--- config.mk ---
export PLATFORM = sky130hd
export DESIGN_NAME = uart_frame_parser_flat
export DESIGN_NICKNAME = d
export VERILOG_FILES = /design/src/rtl/uart_frame_parser_if.sv /design/src/rtl/uart_frame_parser.sv /design/src/flat_wrapper.sv
export SDC_FILE = /design/constraint.sdc
export NUM_CORES = 1
export LEC_CHECK = 0
export ABC_AREA = 1
export ABC_CLOCK_PERIOD_IN_PS = 7250
export CAP_MARGIN = 20
export CORE_MARGIN = 2
export CORE_UTILIZATION = 32
export CTS_BUF_LIST = sky130_fd_sc_hd__clkbuf_4 sky130_fd_sc_hd__clkbuf_8 sky130_fd_sc_hd__clkbuf_16
export CTS_CLUSTER_SIZE = 24
export DETAILED_ROUTE_END_ITERATION = 10
export GPL_TIMING_DRIVEN = 0
export PLACE_DENSITY = 0.57
export SETUP_SLACK_MARGIN = 0.2
export SLEW_MARGIN = 20
export SYNTH_ARGS = -nofsm -noshare
export SYNTH_HDL_FRONTEND = slang
export SYNTH_SLANG_ARGS = --single-unit
--- constraint.sdc ---
create_clock -name sys_clk -period 7.25 [get_ports sys_clk]
set_input_delay 1.45 -clock sys_clk [delete_from_list [all_inputs] [get_ports sys_clk]]
set_output_delay 1.45 -clock sys_clk [all_outputs]
set_load 0.01 [all_outputs]
--- src/rtl/uart_frame_parser_if.sv ---
// Received-byte bus from uart_rx into the frame parser.
interface uart_frame_parser_if;
  logic [7:0] rx_data;
  logic       rx_int;

  modport master (output rx_data, output rx_int);
  modport slave  (input  rx_data, input  rx_int);
endinterface

--- src/rtl/uart_frame_parser.sv ---
// Command-frame parser: HEADER CMD CH DATA CSUM frames with XOR checksum,
// shadowed per-channel delay registers committed atomically to s0..s7.
module uart_frame_parser #(
  parameter int          TIMEOUT_CYC = 500000,
  parameter logic [7:0]  HEADER      = 8'hAA
) (
  input  logic                 sys_clk,
  input  logic                 sys_rst,
  uart_frame_parser_if.slave   rx,
  output logic [7:0]           s0, s1, s2, s3, s4, s5, s6, s7,
  output logic                 run,
  output logic                 frame_ok,
  output logic                 frame_err,
  output logic [7:0]           err_cnt
);
  localparam int NUM_CH = 8;
  localparam int TW     = $clog2(TIMEOUT_CYC);

  localparam logic [2:0] ST_IDLE = 3'd0;
  localparam logic [2:0] ST_CMD  = 3'd1;
  localparam logic [2:0] ST_CH   = 3'd2;
  localparam logic [2:0] ST_DATA = 3'd3;
  localparam logic [2:0] ST_CSUM = 3'd4;
  localparam logic [2:0] ST_EXEC = 3'd5;

  localparam logic [7:0] CMD_WR_CH  = 8'h01;
  localparam logic [7:0] CMD_WR_ALL = 8'h02;
  localparam logic [7:0] CMD_COMMIT = 8'h03;
  localparam logic [7:0] CMD_RUN    = 8'h04;

  logic [2:0]    state;
  logic [7:0]    cmd, ch, data;
  logic [TW-1:0] tcnt;
  logic          rx_int_d;
  logic          evt, in_frame, tmo, csum_ok, legal, rej, err_set, exec;

  logic [NUM_CH-1:0][7:0] shadow;
  logic [NUM_CH-1:0][7:0] s_q;

  // A byte is complete on the falling edge of the uart_rx busy flag.
  assign evt      = rx_int_d & ~rx.rx_int;
  assign in_frame = (state == ST_CMD) || (state == ST_CH) ||
                    (state == ST_DATA) || (state == ST_CSUM);
  // A byte arriving on the timeout cycle takes priority over the abort.
  assign tmo      = in_frame && !evt && (tcnt == TW'(TIMEOUT_CYC - 1));
  assign csum_ok  = (rx.rx_data == (cmd ^ ch ^ data));
  assign exec     = (state == ST_EXEC);

  // Legality of the latched command; ch only matters for single-channel writes.
  always_comb begin
    legal = 1'b0;
    case (cmd)
      CMD_WR_CH:                       legal = (ch < 8'(NUM_CH));
      CMD_WR_ALL, CMD_COMMIT, CMD_RUN: legal = 1'b1;
      default:                         legal = 1'b0;
    endcase
  end

  assign rej     = (state == ST_CSUM) && evt && !(csum_ok && legal);
  assign err_set = rej | tmo;

  // Edge detector register for rx_int.
  always_ff @(posedge sys_clk or posedge sys_rst)
    if (sys_rst) rx_int_d <= 1'b0;
    else         rx_int_d <= rx.rx_int;

  // Frame FSM and field latches; no resync on HEADER mid-frame.
  always_ff @(posedge sys_clk or posedge sys_rst) begin
    if (sys_rst) begin
      state <= ST_IDLE;
      cmd   <= '0;
      ch    <= '0;
      data  <= '0;
    end else if (tmo) begin
      state <= ST_IDLE;
    end else begin
      case (state)
        ST_IDLE: if (evt && rx.rx_data == HEADER) state <= ST_CMD;
        ST_CMD:  if (evt) begin cmd  <= rx.rx_data; state <= ST_CH;   end
        ST_CH:   if (evt) begin ch   <= rx.rx_data; state <= ST_DATA; end
        ST_DATA: if (evt) begin data <= rx.rx_data; state <= ST_CSUM; end
        ST_CSUM: if (evt) state <= (csum_ok && legal) ? ST_EXEC : ST_IDLE;
        ST_EXEC: state <= ST_IDLE;
        default: state <= ST_IDLE;
      endcase
    end
  end

  // Inter-byte idle counter, only running while a frame is partially received.
  always_ff @(posedge sys_clk or posedge sys_rst)
    if (sys_rst)                      tcnt <= '0;
    else if (evt || !in_frame || tmo) tcnt <= '0;
    else                              tcnt <= tcnt + 1'b1;

  // Result pulses and saturating error counter.
  always_ff @(posedge sys_clk or posedge sys_rst) begin
    if (sys_rst) begin
      frame_ok  <= 1'b0;
      frame_err <= 1'b0;
      err_cnt   <= '0;
      run       <= 1'b0;
    end else begin
      frame_ok  <= exec;
      frame_err <= err_set;
      if (err_set && err_cnt != 8'hFF) err_cnt <= err_cnt + 8'd1;
      if (exec && cmd == CMD_RUN)      run     <= data[0];
    end
  end

  // Per-channel shadow and committed delay registers.
  for (genvar i = 0; i < NUM_CH; i++) begin : g_ch
    // Shadow write by WR_CH (matching channel) or WR_ALL.
    always_ff @(posedge sys_clk or posedge sys_rst)
      if (sys_rst) shadow[i] <= '0;
      else if (exec && ((cmd == CMD_WR_CH && ch[2:0] == 3'(i)) || cmd == CMD_WR_ALL))
        shadow[i] <= data;

    // All channels commit on the same edge.
    always_ff @(posedge sys_clk or posedge sys_rst)
      if (sys_rst)                       s_q[i] <= '0;
      else if (exec && cmd == CMD_COMMIT) s_q[i] <= shadow[i];
  end

  assign {s7, s6, s5, s4, s3, s2, s1, s0} = s_q;
endmodule

--- src/flat_wrapper.sv ---
// flat-port wrapper written by rule: the top's interface ports become plain ports
module uart_frame_parser_flat 
#(
  parameter int          TIMEOUT_CYC = 500000,
  parameter logic [7:0]  HEADER      = 8'hAA
)
  (sys_clk, sys_rst, s0, s1, s2, s3, s4, s5, s6, s7, run, frame_ok, frame_err, err_cnt, rx_rx_data, rx_rx_int);
  uart_frame_parser_if rx_i ();
  input  logic sys_clk;
  input  logic sys_rst;
  output logic [7:0] s0;
  output logic [7:0] s1;
  output logic [7:0] s2;
  output logic [7:0] s3;
  output logic [7:0] s4;
  output logic [7:0] s5;
  output logic [7:0] s6;
  output logic [7:0] s7;
  output logic run;
  output logic frame_ok;
  output logic frame_err;
  output logic [7:0] err_cnt;
  input wire logic [$bits(rx_i.rx_data)-1:0] rx_rx_data;
  input wire logic [$bits(rx_i.rx_int)-1:0] rx_rx_int;
  assign rx_i.rx_data = rx_rx_data;
  assign rx_i.rx_int = rx_rx_int;
  uart_frame_parser #(.TIMEOUT_CYC(TIMEOUT_CYC), .HEADER(HEADER)) u_core (.sys_clk(sys_clk), .sys_rst(sys_rst), .rx(rx_i), .s0(s0), .s1(s1), .s2(s2), .s3(s3), .s4(s4), .s5(s5), .s6(s6), .s7(s7), .run(run), .frame_ok(frame_ok), .frame_err(frame_err), .err_cnt(err_cnt));
endmodule
**After elaboration in Yosys (flattened, before gate mapping)**

Index checks and enable logic that the tools add are counted.
Widths: inputs -> output; s select.

- $lt $le $gt $ge: 1
- Multiply operators: 0
- Multiplexer cells: 10
- Bitwise gates (word level): 6
- Add/sub/neg operators: 2
- Reduce and logical (&&, ||, !) cells: 48
- Eq/ne operators: 25
- Shift-type cells: 0
- Divide/modulo/power cells: 0

Operators by type and width:

| cell | number |
|---|---|
| $logic_and 1x1->1 | 25 |
| $mux 3 | 7 |
| $add 19x1->19 const B | 1 |
| $eq 19x19->1 const B | 1 |
| $mux 19 | 1 |
| $eq 3x3->1 const B | 6 |
| $eq 8x2->1 const B | 2 |
| $xor 8x8->8 | 2 |
| $ne 3x1->1 const B | 5 |
| $pmux 3 s5 | 1 |
| $logic_or 1x1->1 | 13 |
| $eq 3x2->1 const B | 4 |
| $reduce_and 3->1 | 3 |
| $add 8x1->8 const B | 1 |
| $eq 8x1->1 const B | 1 |
| $eq 8x3->1 const B | 1 |
| $eq 8x8->1 | 1 |
| $eq 8x8->1 const B | 1 |
| $lt 8x4->1 const B | 1 |
| $ne 8x8->1 const B | 1 |
| $eq 3x1->1 const B | 2 |
| $logic_not 3->1 | 2 |
| $reduce_and 5->1 | 1 |
| $logic_not 1->1 | 3 |
| 5 further kinds | 6 |

- Memory bits (read-only): 0
- Bits in writable memories: 0
- Flip-flop bits (word level): 186
- Input bits: 11
- Latch bits: 0
- Memories: 0
- Output and inout bits: 75
- Word-level logic and storage cells: 118

**Depth between registers and ports, before layout**

Gate-level depths: netlist (run 1).

- Word-level depth: 8
- Mapped depth: 14
- Mapped depth without buffers: 14

**Worst setup path after synthesis (run 1)**

Ideal clock, no wire load.

- Kind: input-to-reg
- From: in rx_rx_data[5]
- To: reg u_core.err_cnt[2]
- Path buffers: 0
- Slack: 4.732 ns
- Setup time: 0.066 ns
- Data required time: 7.184 ns
- Stages: 13
- Arrival time: 2.452 ns
- Cells stage by stage: inv_1 nand2_1 nand2_1 nor2_1 nor2_1 nand2_1 nor2_1 nand3_1 nand2_1 nand2_2 nand2_1 nand2_1 nand2_1

- Word-level cells in the longest chain between the ends: 6

RTL lines:

| what | RTL line | source |
|---|---|---|
| start: declaration | flat_wrapper.sv:23 | `input wire logic [$bits(rx_i.rx_data)-1:0] rx_rx_data;` |
| $eq 8x8->1 | uart_frame_parser.sv:46 | `assign csum_ok = (rx.rx_data == (cmd ^ ch ^ data));` |
| $logic_and 1x1->1 | uart_frame_parser.sv:59 | `assign rej = (state == ST_CSUM) && evt && !(csum_ok && legal);` |
| $logic_not 1->1 | uart_frame_parser.sv:59 |  |
| $logic_and 1x1->1 | uart_frame_parser.sv:59 |  |
| $or 1x1->1 | uart_frame_parser.sv:60 | `assign err_set = rej \| tmo;` |
| named net u_core.err_set | uart_frame_parser.sv:35 | `logic evt, in_frame, tmo, csum_ok, legal, rej, err_set, exec;` |
| $logic_and 1x1->1 | uart_frame_parser.sv:105 | `if (err_set && err_cnt != 8'hFF) err_cnt <= err_cnt + 8'd1;` |
| end signal: assignment | uart_frame_parser.sv:105 |  |
| end: declaration | uart_frame_parser.sv:14 | `output logic [7:0] err_cnt` |

The timed path passes the listed nets, and every way through them passes these cells.
A chain may end at the register's enable or synchronous reset.

**Worst setup path after layout (run 1)**

- From: in rx_rx_data[5]
- To: reg u_core.err_cnt[4]

The elaborated chain is that of the path after synthesis.

==> impl_results.md, run 1 <==
* Routed len/inst at 14.0 um
* CP Data Required Time at 7.62 ns
* First-pass GRT wire length at 30100 um
* Area contributors post-synth: dfrtp_1, nand2_1, mux2_2
* Unrepaired setup endpoints after global routing: false
* Drt initial violations at 332
* All-Layer GR Usage at 14.6%
* Post-route ant nets at 0
* Die height at 161 um
* Syn avg cell area at 9.71 um2
* Slew Viols, Final at 0
* Multi-input logic area at 2920 um2
* N_diodes at 0
* Number of remaining DRC errors at 0
* Register area share after synthesis at 58.7%
* Clk buf depth at 2
* Syn_nets at 830
* Mapped cell area at 7930 um2
* Post-route total power at 2.63 mW
* Mapped Cells at 817
* Post-CTS Resized at 0
* Cell taking the most area after synthesis: dfrtp_1
* Fmax achieved at 334 MHz
* Area grow syn2layout at 23.8%
* 1st-pass router iterations at 4
* Grt ovf at 0
* Die footprint at 26100 um2
* Fill count at 2374
* Die width at 161 um
* Routed WL at 17700 um
* Share of layout cells above drive strength 1 at 11.8%
* Pwr/cell area at 268 nW/um2
* Crit path launch type: input pin
* Clock-pin slew on the worst setup and hold paths at 0.07 ns
* Top cell type's share of synthesized area at 58.7%
* Min cycle time layout at 3.00 ns
* Clock sink count at 186
* Max_cap viols at 0
* Vias in the first global route at 5751
* Final net count at 936
* Hold-fix buffers at CTS at 0
* Clock skew at 0.00981 ns
* Core area at 24300 um2
* IR drop worst, VDD at 170 uV
* Leakage at 4.68 nW
* Cell Rows at 57
* Max_slew headroom at 65.0%
* Placed cells at 1228
* Initial core utilization at 32.6%
* RD Place Congestion at 0.822
* Yosys reg bits at 186
* I/O Buffers at 85
* Crit. End Element: flop
* CP arrival at 3.37 ns
* Register Area at 4650 um2
* Root buffer cell: clkbuf_16
* TritonCTS Buffers at 17
* Hpwl dp at 12300 um
* Status: complete, no violations
* Hold Path Class: flop to flop
* Final Hold Vio Count at 0
* Number of setup buffers added after CTS at 0
* Vias per cell at 4.63
* Clk Latency, worst-skew pair at 0.43 ns
* Final Setup Violations at 0
* H-tree depth at 4
* Num ports at 86
* CTS tree: built
* Syn. warnings at 0
* Crit path kind: input pin to flop
* Period utilization at 41.3%
* Least-Margin Pin Slew at 0.524 ns
* Crit-path max FO at 10
* Largest net degree at the start of global routing at 75
* Synth cell types at 23
* Finished Layout Cells at 1260
* Initial antenna violation count at 0
* Final core utilization at 40.4%
* Total number of vias at 5835
## metal layers
metal / wire (um) / up-vias / global-route usage (%)
met1: 8430 / 2810 / 20.1
met3: 819 / 25 / 3.34
met4: 317 / 0 / 4.75
met2: 8090 / 114 / 22.7
li1: - / 2886 / -
met5: 0 / - / 0
## area by class of cell
type | count | share of cell area [%]
buffer | 19 | 1.20
sequential | 186 | 47.4
clock buffer | 21 | 4.89
inverter | 64 | 2.52
multi-input combinational | 548 | 29.7
clock inverter | 11 | 0.879
timing repair buffer | 87 | 9.23
tap | 324 | 4.13
## sequential cells by signal, summed over array words and instances, names as in the netlist, 3 cells and up
name,flops
u_core.s0,8
u_core.cmd,8
u_core.s1,8
u_core.s5,8
u_core.ch,8
u_core.s6,8
u_core.s7,8
u_core.s2,8
u_core.tcnt,19
u_core.shadow,64
u_core.data,8
u_core.s3,8
u_core.state,3
u_core.err_cnt,8
u_core.s4,8
## metrics by stage
step	hold slack, ns	setup WS [ns]	cell area [um2]	setup TNS, ns
2_1_floorplan	0.449	0.743	7930	0
3_3_place_gp	0.463	-1.93	9190	-356.75
3_5_place_dp	0.472	3.80	9250	0
4_1_cts	0.489	4.26	9820	0
5_1_grt	0.511	4.05	9820	0
6_report	0.484	4.25	9820	0
## critical path, cell delays in order
cell	delay, ns
clkdlybuf4s50_1	0.49
inv_1	0.09
nand2_1	0.07
nand2_1	0.06
nand2_1	0.07
inv_1	0.03
nor2_1	0.07
nand2_1	0.06
nor2_1	0.19
nand3_1	0.10
nand2_1	0.09
nand2_2	0.15
nand2_1	0.27
nand2_1	0.08
nand2_1	0.07
## power breakdown
group | internal, mW | total (mW) | switching (mW)
clock | 0.481 | 0.890 | 0.409
sequential | 1.12 | 1.22 | 0.101
combinational | 0.157 | 0.515 | 0.358
## Yosys cell counts
cell type  instances
o21ai_0          103
buf_2              1
a21oi_1            6
nor3b_1            5
or2_2              1
xnor2_1            6
ha_1               2
nand3_1           28
nor4_1             7
nor3_1            16
nand2_1          234
nand4_1            7
nor3_4             1
nor2_1            53
inv_1             64
clkbuf_1          12
dfrtp_1          186
xor2_1            12
buf_6              6
nand2_2            1
nand2_4            1
mux2_2            64
o21a_1             1
## final timing paths
path / start / to / slack, ns / cells past startpoint
hold reg to reg: u_core.shadow[32] / u_core.shadow[32] / 0.48 / 2
setup reg to reg: u_core.tcnt[0] / u_core.err_cnt[4] / 5.02 / 10
min in group asynchronous: sys_rst / u_core.ch[3] / 1.39 / 2
setup / recovery: rx_rx_data[5] / u_core.err_cnt[4] / 4.25 / 15
hold / removal: u_core.shadow[32] / u_core.shadow[32] / 0.48 / 2
max in group asynchronous: sys_rst / u_core.s1[7] / 4.85 / 4
## kinds of logic (layout without fill, tap and decap cells)
group / Yosys count / after routing / share of synthesized area (%)
adders and majority gates: 2 / 2 / 0.315
DFF: 186 / 186 / 58.7
muxes: 64 / 64 / 9.09
xor gates and xnor gates: 18 / 18 / 1.99
buffers and inverters: 83 / 202 / 4.51
and+or+nand+nor: 354 / 354 / 18.4
AOI/OAI and AO/OA: 110 / 110 / 6.97
## cells in the final DEF, fill, tap and decap left out, types with 7 or more instances in the layout
cell	n
nor2_1	53
clkdlybuf4s50_1	85
clkbuf_16	17
nor3_1	16
o21ai_0	103
nand2_1	234
dfrtp_1	186
nor4_1	7
inv_1	63
nand4_1	7
xor2_1	12
mux2_2	64
clkbuf_1	12
nand3_1	28
No activity file was read; power rests on OpenSTA's default activity.
==> run 2: changes to the inputs <==
- ABC_CLOCK_PERIOD_IN_PS: 7250 -> 2500
- PLACE_DENSITY: 0.57 -> 0.59
- clock period: 7.25 -> 2.5 ns (I/O delays scaled with it)
==> run 2 against run 1 <==
  * Design area is 1.6% higher
  * Clock power grew to 2.9 times the previous value
  * Worst setup slack worse by 3.8 ns
  * Clock-buffer cell count is 4 lower
  * Routed wire length is 1.2% lower
  * Critical path depth is 5 lower
  * Register-to-register slack worse by 4.6 ns
  * Sequential share of layout area is 0.75 points lower
  * Sequential cell count stayed put
  * Via count is 0.74% lower
  * First-iteration DRC count is 23% higher
  * Critical path type is now flop to flop
  * Critical endpoint is now u_core.err_cnt[6]
  * Largest cell class unchanged
  * Largest power group unchanged
==> impl_results.md, run 2 (synthesized netlist as in run 1, its figures left out) <==
* Dpl cell area at 9320 um2 (+0.74%)
* Final Setup Violations at 0 (unchanged)
* Design area at 9970 um2 (+1.6%)
* Number of remaining DRC errors at 0 (unchanged)
* CP arrival at 2.38 ns (-0.99 ns)
* Total number of vias at 5792 (-0.74%)
* Sequential power share at 45.8% (-0.8 points)
* Cell Rows at 57 (unchanged)
* Comb power frac at 20.4% (+0.8 points)
* Reg-to-Reg Start: u_core.tcnt[0]
* Most frequent cells in the layout: nand2_1, dfrtp_1, o21ai_0
* Crit path launch type: flop
* Core area at 24300 um2 (unchanged)
* Crit. End Element: flop
* Max_slew headroom at 65.6% (+0.60 points)
* Clk buf depth at 2 (unchanged)
* Period utilization at 82.1%
* Status: complete, no violations
* Commonest non-fill, non-tap cell in the layout: nand2_1
* Final Hold Vio Count at 0 (unchanged)
* Share of layout cells above drive strength 1 at 13.6% (+1.9 points)
* Hpwl dp at 12500 um (+1.7%)
* R2R depth at 10 (unchanged)
* Clock skew at 0.0127 ns (+0.00291 ns)
* Drt initial violations at 409 (+23%)
* IR drop worst, VDD at 382 uV (+120%)
* Unrepaired setup endpoints after global routing: false
* TritonCTS Buffers at 17 (unchanged)
* Area grow syn2layout at 25.8%
* Fmax achieved at 487 MHz
* Clock group share of total power at 33.8% (about the same)
* All-Layer GR Usage at 14.4% (-0.20 points)
* Sw Share at 34.2% (+1.1 points)
* Grt ovf at 0 (unchanged)
* Met2 Routed Length at 7940 um (-1.8%)
* Die height at 161 um (unchanged)
* Worst R2R End: u_core.err_cnt[6]
* I/O Buffers at 85 (unchanged)
* Die footprint at 26100 um2 (unchanged)
* First-pass GRT wire length at 29700 um (-1.5%)
* CTS tree: built
* Most flop-heavy register: u_core.shadow
* Leakage at 4.72 nW (+0.89%)
* Worst hold slack at 0.393 ns (-0.0908 ns)
* Num ports at 86 (unchanged)
* P_int at 5.11 mW (+190%)
* Clock sink count at 186 (unchanged)
* Reg2Reg Setup Slack at 0.45 ns (-4.57 ns)
* Die width at 161 um (unchanged)
* Routed len/inst at 13.7 um (-2.0%)
* Slew Viols, Final at 0 (unchanged)
* N_diodes at 0 (unchanged)
* Least-Margin Pin Slew at 0.516 ns (-0.00783 ns)
* Min cycle time layout at 2.05 ns
* Met3 routed WL at 712 um (-13%)
* Clock-pin slew on the worst setup and hold paths at 0.08 ns (about the same)
* Initial antenna violation count at 0 (unchanged)
* Hold Path Class: input pin to asynchronous set/reset pin
* Initial core utilization at 32.6% (unchanged)
* Final net count at 946 (+1.1%)
* Vias per cell at 4.56 (-1.5%)
* 1st-pass router iterations at 4 (unchanged)
* RD Place Congestion at 0.799 (-2.8%)
* Largest regs: u_core.shadow x64, u_core.tcnt x19
* CP Data Required Time at 2.83 ns (-4.79 ns)
* H-tree depth at 4 (unchanged)
* Post-route ant nets at 0 (unchanged)
* Pwr/cell area at 779 nW/um2 (+190%)
* Max_cap viols at 0 (unchanged)
* Switch Pwr at 2.65 mW (+210%)
* Crit path kind: flop to flop
* Routed WL at 17400 um (-1.2%)
* Vias in the first global route at 5668 (-1.4%)
* Clk Latency, worst-skew pair at 0.44 ns (about the same)
* Crit-path max FO at 10 (unchanged)
* Uppermost routed layer: met4
* DRT met1 WL at 8560 um (+1.5%)
* Max FFs per register at 64 (unchanged)
* Largest net degree at the start of global routing at 34 (-55%)
* Root buffer cell: clkbuf_16
## run 2: what timing repair did
action	4_1_cts	5_1_grt
gates resized for setup	0	11
buffers inserted	0	6
endpoints found under the setup margin	0	25
hold buffers	0	0
## run 2: cell type report
| class | count | area, um2 |
|---|---|---|
| multi-input combinational | 548 | 2930 |
| tap | 324 | 405 |
| buffer | 19 | 119 |
| clock buffer | 17 | 425 |
| fill | 2351 | 14300 |
| clock inverter | 15 | 154 |
| inverter | 64 | 259 |
| timing repair buffer | 97 | 1020 |
| sequential | 186 | 4650 |
## run 2: worst max-delay path by stage
| stage | end | start | slack, ns |
|---|---|---|---|
| floorplan | u_core.ch[0] | sys_rst | -0.39 |
| global placement | u_core.s6[1] | sys_rst | -2.00 |
| detailed placement | u_core.err_cnt[6] | rx_rx_data[5] | 0.007 |
| CTS | u_core.err_cnt[6] | u_core.tcnt[0] | 0.25 |
| global route | u_core.shadow[4] | u_core.cmd[7] | 0.21 |
| finish | u_core.err_cnt[6] | u_core.tcnt[0] | 0.45 |
## run 2: through the flow
stage / setup TNS [ns] / instances / worst slack [ns] / total power, mW / util, %
final: 0 / 1270 / 0.449 / 7.77 / 41.0
after floorplan: -73.01 / 817 / -0.393 / 4.57 / -
after global routing: 0 / 1270 / 0.211 / 8.28 / 41.0
after detailed placement: 0 / 1232 / 0.00668 / 5.12 / 38.3
after CTS: 0 / 1264 / 0.246 / 7.76 / 40.7
after global placement: -368.84 / 1226 / -2.00 / 5.06 / 37.8
## run 2: per-layer routing
metal / global-route usage (%) / up-vias
met3: 3.60 / 18
met2: 22.2 / 107
met4: 3.98 / 0
li1: - / 2905
met1: 20.2 / 2762
met5: 0 / -
## run 2: worst max-delay path, stage by stage (launching register included)
cell and delay (ns):
dfrtp_1 0.43, ha_1 0.23, nand2_1 0.09, nor2_2 0.20, inv_1 0.06, nor3_1 0.22, nand3_1 0.21, nand2_4 0.20
nand2_2 0.14, nand2_1 0.10, nand2_1 0.05
## run 2: power groups by stage
stage	registers (mW)	clock network [mW]	logic [mW]
finish	3.56	2.62	1.58
global route	3.60	2.82	1.85
floorplan	3.53	0	1.03
global placement	3.59	0	1.47
CTS	3.54	2.69	1.52
detailed placement	3.60	0	1.52
